`src/rtl/gbe_tx_arb_pkg.sv`:
```
// Shared types and widths for the 10GbE transmit arbiter.
package gbe_tx_arb_pkg;

    localparam int WORD_W = 64;
    localparam int IP_W   = 32;
    localparam int PORT_W = 16;

    typedef enum logic [1:0] {
        IDLE = 2'd0,
        XFER = 2'd1,
        DROP = 2'd2
    } state_t;

endpackage

```
`src/rtl/rr_arbiter.sv`:
```
// Round-robin one-hot picker: the first set request at or after ptr, wrapping.
module rr_arbiter #(
    parameter  int NUM_REQ = 4,
    localparam int PTR_W   = $clog2(NUM_REQ)
) (
    input  logic [NUM_REQ-1:0] req,
    input  logic [PTR_W-1:0]   ptr,
    output logic [NUM_REQ-1:0] grant,
    output logic [PTR_W-1:0]   grant_idx,
    output logic               any
);

    logic [PTR_W:0]   sum;
    logic [PTR_W-1:0] idx;

    always_comb begin
        grant     = '0;
        grant_idx = '0;
        any       = 1'b0;
        sum       = '0;
        idx       = '0;
        for (int k = 0; k < NUM_REQ; k++) begin
            sum = {1'b0, ptr} + (PTR_W+1)'(k);
            if (sum >= (PTR_W+1)'(NUM_REQ))
                sum = sum - (PTR_W+1)'(NUM_REQ);
            idx = sum[PTR_W-1:0];
            if (!any && req[idx]) begin
                any        = 1'b1;
                grant[idx] = 1'b1;
                grant_idx  = idx;
            end
        end
    end

endmodule

```
`src/rtl/gbe_tx_arbiter.sv`:
```
// Round-robin packet arbiter feeding the 10GbE core; oversize frames are cut and the tail dropped.
// Define GBE_TX_ARB_STATS_EN to add per-requester pkt_count outputs.
module gbe_tx_arbiter
    import gbe_tx_arb_pkg::*;
#(
    parameter int NUM_REQ   = 4,
    parameter int MAX_WORDS = 1024
) (
    input  logic                       clk,
    input  logic                       rst,
    input  logic [NUM_REQ-1:0]         req_valid,
    input  logic [WORD_W*NUM_REQ-1:0]  req_data,
    input  logic [NUM_REQ-1:0]         req_eof,
    output logic [NUM_REQ-1:0]         req_ready,
    input  logic [IP_W*NUM_REQ-1:0]    cfg_dest_ip,
    input  logic [PORT_W*NUM_REQ-1:0]  cfg_dest_port,
    output logic                       tx_valid,
    output logic                       tx_end_of_frame,
    output logic [WORD_W-1:0]          tx_data,
    output logic [IP_W-1:0]            tx_dest_ip,
    output logic [PORT_W-1:0]          tx_dest_port,
    input  logic                       tx_afull,
    input  logic                       tx_overflow,
    output logic [NUM_REQ-1:0]         grant,
    output logic                       len_err,
    output logic                       ovf_err
`ifdef GBE_TX_ARB_STATS_EN
    ,
    output logic [32*NUM_REQ-1:0]      pkt_count
`endif
);

    localparam int PTR_W = $clog2(NUM_REQ);
    localparam int CNT_W = $clog2(MAX_WORDS + 1);

    state_t             state, state_nxt;
    logic [PTR_W-1:0]   ptr, owner;
    logic [CNT_W-1:0]   word_cnt;
    logic [NUM_REQ-1:0] rr_grant;
    logic [PTR_W-1:0]   rr_idx;
    logic               rr_any;
    logic               accept, own_valid, own_eof, last_slot;
    logic [WORD_W-1:0]  own_data;

    rr_arbiter #(.NUM_REQ(NUM_REQ)) u_rr (
        .req       (req_valid),
        .ptr       (ptr),
        .grant     (rr_grant),
        .grant_idx (rr_idx),
        .any       (rr_any)
    );

    assign own_valid = req_valid[owner];
    assign own_eof   = req_eof[owner];
    assign own_data  = req_data[owner*WORD_W +: WORD_W];
    assign last_slot = (word_cnt == CNT_W'(MAX_WORDS - 1));

    always_ff @(posedge clk) begin
        if (rst) state <= IDLE;
        else     state <= state_nxt;
    end

    always_comb begin
        state_nxt = state;
        req_ready = '0;
        accept    = 1'b0;
        case (state)
            IDLE: if (rr_any) state_nxt = XFER;
            XFER: begin
                req_ready = grant & {NUM_REQ{!tx_afull}};
                accept    = own_valid && !tx_afull;
                if (accept) begin
                    if (own_eof)        state_nxt = IDLE;
                    else if (last_slot) state_nxt = DROP;
                end
            end
            // tail of an oversize frame is swallowed even while the core is backpressuring
            DROP: begin
                req_ready = grant;
                accept    = own_valid;
                if (accept && own_eof) state_nxt = IDLE;
            end
            default: state_nxt = IDLE;
        endcase
    end

    always_ff @(posedge clk) begin
        if (rst) begin
            grant           <= '0;
            owner           <= '0;
            ptr             <= '0;
            word_cnt        <= '0;
            tx_valid        <= 1'b0;
            tx_end_of_frame <= 1'b0;
            tx_data         <= '0;
            tx_dest_ip      <= '0;
            tx_dest_port    <= '0;
            len_err         <= 1'b0;
            ovf_err         <= 1'b0;
        end else begin
            tx_valid        <= 1'b0;
            tx_end_of_frame <= 1'b0;
            if (tx_overflow) ovf_err <= 1'b1;
            case (state)
                IDLE: if (rr_any) begin
                    grant        <= rr_grant;
                    owner        <= rr_idx;
                    ptr          <= (rr_idx == PTR_W'(NUM_REQ - 1)) ? '0 : rr_idx + 1'b1;
                    tx_dest_ip   <= cfg_dest_ip[rr_idx*IP_W +: IP_W];
                    tx_dest_port <= cfg_dest_port[rr_idx*PORT_W +: PORT_W];
                    word_cnt     <= '0;
                end
                XFER: if (accept) begin
                    tx_valid        <= 1'b1;
                    tx_data         <= own_data;
                    tx_end_of_frame <= own_eof || last_slot;
                    word_cnt        <= word_cnt + 1'b1;
                    if (!own_eof && last_slot) len_err <= 1'b1;
                    if (own_eof) grant <= '0;
                end
                DROP: if (accept && own_eof) grant <= '0;
                default: ;
            endcase
        end
    end

`ifdef GBE_TX_ARB_STATS_EN
    always_ff @(posedge clk) begin
        if (rst)
            pkt_count <= '0;
        else if (state == XFER && accept && (own_eof || last_slot))
            pkt_count[owner*32 +: 32] <= pkt_count[owner*32 +: 32] + 32'd1;
    end
`endif

endmodule

```
`config.mk`:
```
export PLATFORM = sky130hd
export DESIGN_NAME = gbe_tx_arbiter
export DESIGN_NICKNAME = d
export VERILOG_FILES = /design/src/rtl/gbe_tx_arb_pkg.sv /design/src/rtl/rr_arbiter.sv /design/src/rtl/gbe_tx_arbiter.sv
export SDC_FILE = /design/constraint.sdc
export NUM_CORES = 1
export LEC_CHECK = 0
export CELL_PAD_IN_SITES_DETAIL_PLACEMENT = 1
export CELL_PAD_IN_SITES_GLOBAL_PLACEMENT = 2
export CORE_AREA = 2 2 224 226
export CTS_BUF_LIST = sky130_fd_sc_hd__clkbuf_16
export CTS_CLUSTER_SIZE = 20
export DETAILED_ROUTE_END_ITERATION = 10
export DIE_AREA = 0 0 226 228
export PLACE_DENSITY = 0.84
export SLEW_MARGIN = 20
export SYNTH_ARGS = -nofsm -noshare
export SYNTH_HDL_FRONTEND = slang
export SYNTH_HIERARCHICAL = 1
export SYNTH_SLANG_ARGS = --single-unit
export TNS_END_PERCENT = 1
```
`constraint.sdc`:
```
create_clock -name clk -period 4.6 [get_ports clk]
set_input_delay 0.92 -clock clk [delete_from_list [all_inputs] [get_ports clk]]
set_output_delay 0.92 -clock clk [all_outputs]
set_load 0.01 [all_outputs]
```
======== Word level (Yosys, flattened, before mapping) ========
Cells that the tools add are included.
operators by class
  add/subtract/negate cells ............... 9
  order comparisons ....................... 13
  equality and inequality tests ........... 11
  shift-type cells ........................ 3
  muxes and demuxes ....................... 54
  bitwise operators ....................... 6
  reductions and logical operators ........ 28
operators by type and width
  operator               number
  $shiftx 256x9->64      1
  $shiftx 128x8->32      1
  $shiftx 64x7->16       1
  $mux 4                 8
  $mux 2                 14
  $mux 11                2
  $pmux 11 s2            1
  $lt 2x3->1 const B     5
  $mux 1                 15
  $bmux 1 s2             6
  $ne 2x2->1 const B     6
  $or 4x4->4             3
  $pmux 4 s3             1
  $add 11x1->11 const B  1
  $eq 11x10->1 const B   1
  $logic_and 1x1->1      11
  $ge 3x3->1 const B     3
  $demux 1 s2            4
  $ge 2x1->1 const B     4
  $pmux 4 s2             1
  $sub 2x1->2 const B    4
  $add 2x2->3 const B    2
  $pmux 2 s3             1
  $reduce_and 3->1       2
  other kinds (19)       26
word-level totals
  bits in registers ....................... 137
  input port bits ......................... 460
  output and inout bits ................... 124
  logic and storage cells ................. 136

======== Longest topological paths before layout ========
  word-level depth ........................ 16
  depth in mapped cells ................... 13
  gate-level depth less buffers ........... 10

======== By module ========
The synthesis kept the hierarchy.
by module, submodules not included
  module          times used  cells each  area each (sq um)
  gbe_tx_arbiter  1           777         7,818.7
  rr_arbiter      1           45          419.2

======== Least setup slack after synthesis ========
No wires, ideal clock.
  path type ............................... input -> register
  start point ............................. input port req_valid[3]
  end point ............................... register tx_dest_ip[16]
  arrival ................................. 3,268 ps
  required time ........................... 4,468 ps
  slack ................................... 1,200 ps
  stages on the path ...................... 8
  cells stage by stage .................... mux4_2 > clkbuf_1 > o31ai_1 > clkbuf_1 > buf_1 > mux4_2 > nand2_1 > a21oi_1
between the ends
  word-level cells in the longest chain between the ends .. 13
  elaborated cells between the ends (all ways) .. 24
  those cells by class .................... shift (1); mux (16); reduce/logical (7)
ends and longest elaborated chain
  item                          line                   RTL
  from (decl)                   gbe_tx_arbiter.sv:11   input logic [NUM_REQ-1:0] req_valid,
  $bmux 1 s2                    rr_arbiter.sv:27       if (!any && req[idx]) begin
  $mux 1 (implied by the code)  rr_arbiter.sv:27
  $mux 1                        rr_arbiter.sv:27
  $logic_not 1->1               rr_arbiter.sv:27
  $logic_and 1x1->1             rr_arbiter.sv:27
  $mux 1                        rr_arbiter.sv:27
  $logic_not 1->1               rr_arbiter.sv:27
  $logic_and 1x1->1             rr_arbiter.sv:27
  $mux 1                        rr_arbiter.sv:27
  $logic_not 1->1               rr_arbiter.sv:27
  $logic_and 1x1->1             rr_arbiter.sv:27
  $mux 2 (*)                    rr_arbiter.sv:27
  net rr_idx[0]                 gbe_tx_arbiter.sv:40   logic [PTR_W-1:0] rr_idx;
  $shiftx 128x8->32 (*)         gbe_tx_arbiter.sv:109  tx_dest_ip <= cfg_dest_ip[rr_idx*IP_W +: IP_W];
  to (signal assigned)          gbe_tx_arbiter.sv:109
  to (decl)                     gbe_tx_arbiter.sv:20   output logic [IP_W-1:0] tx_dest_ip,
Mark *: on every way through the listed nets, which the timed path passes. The rest lies on a longest branch. The select of a mux whose other input is x is not followed.
A chain may end at the register's enable or synchronous reset.

======== Final worst setup path ========
  start point ............................. register ptr[0]
  end point ............................... register tx_dest_port[3]
between the ends
  word-level cells in the longest chain between the ends .. 15
  elaborated cells between the ends (all ways) .. 39
  those cells by class .................... add/sub (7); order compare (4); shift (1); mux (20); reduce/logical (7)
ends and longest elaborated chain
  item                                                                  line                   RTL
  from (decl)                                                           gbe_tx_arbiter.sv:37   logic [PTR_W-1:0] ptr, owner;
  from (signal assigned)                                                gbe_tx_arbiter.sv:108  ptr <= (rr_idx == PTR_W'(NUM_REQ - 1)) ? '0 : rr_idx + 1'b1;
  parallel branches: the longest is 13 deep, another holds $add 2x1->3  n/a
  $mux 2 (*)                                                            rr_arbiter.sv:27
  net rr_idx[1]                                                         gbe_tx_arbiter.sv:40
  $shiftx 64x7->16 (*)                                                  gbe_tx_arbiter.sv:110  tx_dest_port <= cfg_dest_port[rr_idx*PORT_W +: PORT_W];
  to (signal assigned)                                                  gbe_tx_arbiter.sv:110
  to (decl)                                                             gbe_tx_arbiter.sv:21   output logic [PORT_W-1:0] tx_dest_port,
Mark *: on every way through the listed nets, which the timed path passes. The select of a mux whose other input is x is not followed.

==> results.sh <==
export IMPL_route_final_wire_length_mm=39.6
export IMPL_final_hold_worst_slack_ps=452
export IMPL_cts_repair_resize_count=0
export IMPL_netlist_cell_type_count=48
export IMPL_dominantRegCellSynth="dfxtp_1"
export IMPL_fp_coreArea_sq_mm=0.0493
export IMPL_timing_clock_skew_ps=9.66
export IMPL_boundary_pins=584
export IMPL_design_final_nets=1838
export IMPL_place_port_buffers=583
export IMPL_clkSlewWorstSetupHoldPaths_ps=70
export IMPL_synthCells=822
export IMPL_drt_first_pass_iters=4
export IMPL_floorplan_initialDensity=0.167
export IMPL_setup_ws_ps=858
export IMPL_outcome="finished clean"
export IMPL_critPathLaunchType="register"
export IMPL_synthSimpleGateAreaFrac=0.144
export IMPL_layout_area_overhead_vs_synth_pct=85.4
export IMPL_die_width_um=226
export IMPL_fin_setup_tns_ps=0
export IMPL_cts_inserted_buffers=17
export IMPL_drt_iter0_markers=328
export IMPL_vdd_drop_max_uv=366
export IMPL_clkLatencyLatePin_ps=470
export IMPL_wl_per_cell_um=19.3
export IMPL_die_area_sq_mm=0.0515
export IMPL_number_of_global_route_vias_before_repair=9629
export IMPL_synthTopCellsByArea="dfxtp_1 (33%), mux4_2 (32%), nand2_1 (11%)"
export IMPL_synth_async_reset_ratio=0
export IMPL_place_hpwl_mm=31.9
export IMPL_synth_area_mux_share=0.329
export IMPL_slew_limit_headroom=0.434
export IMPL_grt_max_degree=66
export IMPL_pre_cts_ws_ps=573
export IMPL_worst_path_largest_cell_delay_ps=720
export IMPL_avgViaCountPerCell=4.33
export IMPL_antenna_found_initial=4
export IMPL_seq_area_frac_synth=0.333
export IMPL_critical_path_top_delay_family="multiplexers"
export IMPL_xor_xnor_share_of_the_synthesized_area=0.00638
export IMPL_fin_cells=2051
export IMPL_cts_root_to_sink_buffers=2
export IMPL_hold_path_startpoint="tx_data[11]"
export IMPL_r2r_end="tx_dest_port[3]"
export IMPL_clk_root_buffer_cell="clkbuf_16"
export IMPL_timing_critical_path_cells="inv_1 > ha_1 > mux4_2 > o311ai_0 > a32o_2 > buf_4 > mux4_2 > nand2_1 > a21oi_1"
export IMPL_synth_most_common_cell="nand2_1"
export IMPL_holdBufCountCts=0
export IMPL_timing_worst_slew_pin_value_ps=848
export IMPL_numPlacedInstances=2020
export IMPL_edff_count_synth=0
export IMPL_synth_top_area_cell="dfxtp_1"
export IMPL_n_antenna_cell=0
export IMPL_n_fill_cell=5642
export IMPL_cp_end_kind="register"
export IMPL_setup_reg_to_reg_worst_slack_ps=860
export IMPL_grt_first_pass_wirelength_mm=58.8
export IMPL_hold_violations=0
export IMPL_worst_r2r_cell_count=9
export IMPL_timing_hold_worst_endpoint="tx_data[11]"
export IMPL_synth_top_family_by_area="multiplexers"
export IMPL_floorplan_die_height_um=228
export IMPL_rsz0062_at_grt="no"
export IMPL_grt_total_usage=0.155
export IMPL_cp_max_fo=48
export IMPL_hold_path_class="reg2reg"
export IMPL_worst_endpoint_arrival_ps=4070
export IMPL_global_route_overflow_total=0
export IMPL_final_max_slew_violation_count=0
export IMPL_worst_endpoint_required_ps=4930
export IMPL_reg_to_reg_critical_path_startpoint="ptr[0]"
export IMPL_worst_setup_path_type="reg2reg"
export IMPL_finalWorstPathRequiredPeriod_ps=3740
export IMPL_num_rows=82
export IMPL_ratio_of_final_minimum_period_to_clock_period=0.813
export IMPL_synth_area_in_adders=0.0167
export IMPL_gp_congestion=0.892
export IMPL_synthTopCellsByCount="nand2_1 (238), dfxtp_1 (137), a21oi_1 (124), mux4_2 (116), clkbuf_1 (35)"
export IMPL_cpMaxStageDelayCell="dfxtp_1"
export IMPL_remaining_drc_errors=0
export IMPL_whs_path_depth=2
export IMPL_tritoncts="done"
export IMPL_synth_compound_area_share=0.118
export IMPL_post_route_util=0.309
export IMPL_drive_above_1_share=0.127
export IMPL_total_via_count_in_the_routed_design=8880
export IMPL_cts_num_sinks=137
export IMPL_fmax_mhz=267
export IMPL_mappedNetlistArea_sq_mm=0.00824
export IMPL_postSynthAreaPerCell_sq_um=10.0
export IMPL_cellLeakagePower_nw=5.06
export IMPL_h_tree_depth=4
export IMPL_powerDensity_mw_per_mm2=456
export IMPL_timing_critical_path_buf_inv=2
export IMPL_synthDominantCellAreaShare=0.333
export IMPL_postSynthRegisterBits=137
export IMPL_cap_violations=0
export IMPL_detail_route_antenna_nets=0
export IMPL_report_final_setup_viol=0
export IMPL_synthesis_nets=1293
export IMPL_cp_common_cell="mux4_2"
export IMPL_post_cts_repair_setup_buffers=0
export IMPL_ys_warnings_count=6
## power by group
part           internal (mW)  switching (mW)  leakage (nW)  total (mW)
clock network          0.784           0.588         0.257        1.37
logic                   2.12            1.79          3.69        3.91
registers               1.46           0.227          1.12        1.69
## registers in the layout, indices dropped and copies added, names as in the netlist
signal,flops
tx_data,64
tx_dest_ip,32
tx_dest_port,16
word_cnt,11
grant,4
owner,2
ptr,2
state,2
len_err,1
ovf_err,1
tx_end_of_frame,1
tx_valid,1
## logic make-up after synthesis
family / count (synthesis)
AO/OA/AOI/OAI: 167
XOR/XNOR: 6
adder cells (fa/ha/maj): 11
buffers and inverters: 88
flip-flops: 137
multiplexers: 122
AND/OR/NAND/NOR: 291
## layout by cell type (no fill, tap or decap), drive strengths merged, types with 4 or more instances in the layout
| cell type | synthesis | final |
|---|---|---|
| clkdlybuf4s50 | 0 | 582 |
| nand2 | 238 | 238 |
| dfxtp | 137 | 137 |
| a21oi | 124 | 124 |
| mux4 | 118 | 118 |
| nor2 | 23 | 23 |
| inv | 17 | 19 |
| clkbuf | 35 | 17 |
| buf | 36 | 15 |
| ha | 11 | 11 |
| a22oi | 9 | 9 |
| o21ai | 8 | 8 |
| nand2b | 7 | 7 |
| xnor2 | 6 | 6 |
| clkinvlp | 0 | 6 |
| a211oi | 6 | 6 |
| clkinv | 0 | 4 |
## metal layers
layer,wire [um],up-vias,GRT usage
li1,-,4082,-
met1,15100,4412,0.171
met2,20800,312,0.275
met3,2430,70,0.0474
met4,1290,4,0.0662
met5,27,-,0
## worst reg2reg max path, cell delays in order (launching register included)
cell and delay (ps):
dfxtp_1 720, inv_1 180, ha_1 420, mux4_2 460, o311ai_0 420, a32o_2 220, buf_4 550, mux4_2 480
nand2_1 80, a21oi_1 60
## cell type report
cell class | instances | area [sq um] | area share
repair buffers | 597 | 5980 | 0.391
multi-input cells | 597 | 5080 | 0.333
flip-flops and latches | 137 | 2750 | 0.180
well taps | 672 | 841 | 0.0551
clock buffers | 17 | 425 | 0.0279
clock inverters | 14 | 134 | 0.00877
inverters | 17 | 63.8 | 0.00418
## worst max path at each step
stage,start,to,cells past startpoint
final,ptr[0],tx_dest_port[3],9
after global routing,ptr[0],tx_dest_port[5],9
after CTS,ptr[0],tx_dest_port[3],9
after detailed placement,req_valid[2],tx_dest_ip[27],8
after global placement,req_valid[2],tx_dest_ip[24],8
after floorplan,req_valid[3],tx_dest_ip[16],8
## per-stage QoR
step / instance area, sq um / total power [mW]
after global routing: 15300 / 7.45
final: 15300 / 6.97
after global placement: 14700 / 5.62
after CTS: 15300 / 7.12
after floorplan: 8240 / 4.14
after detailed placement: 14700 / 5.71
Note: power is estimated with default switching activity, not from simulation.
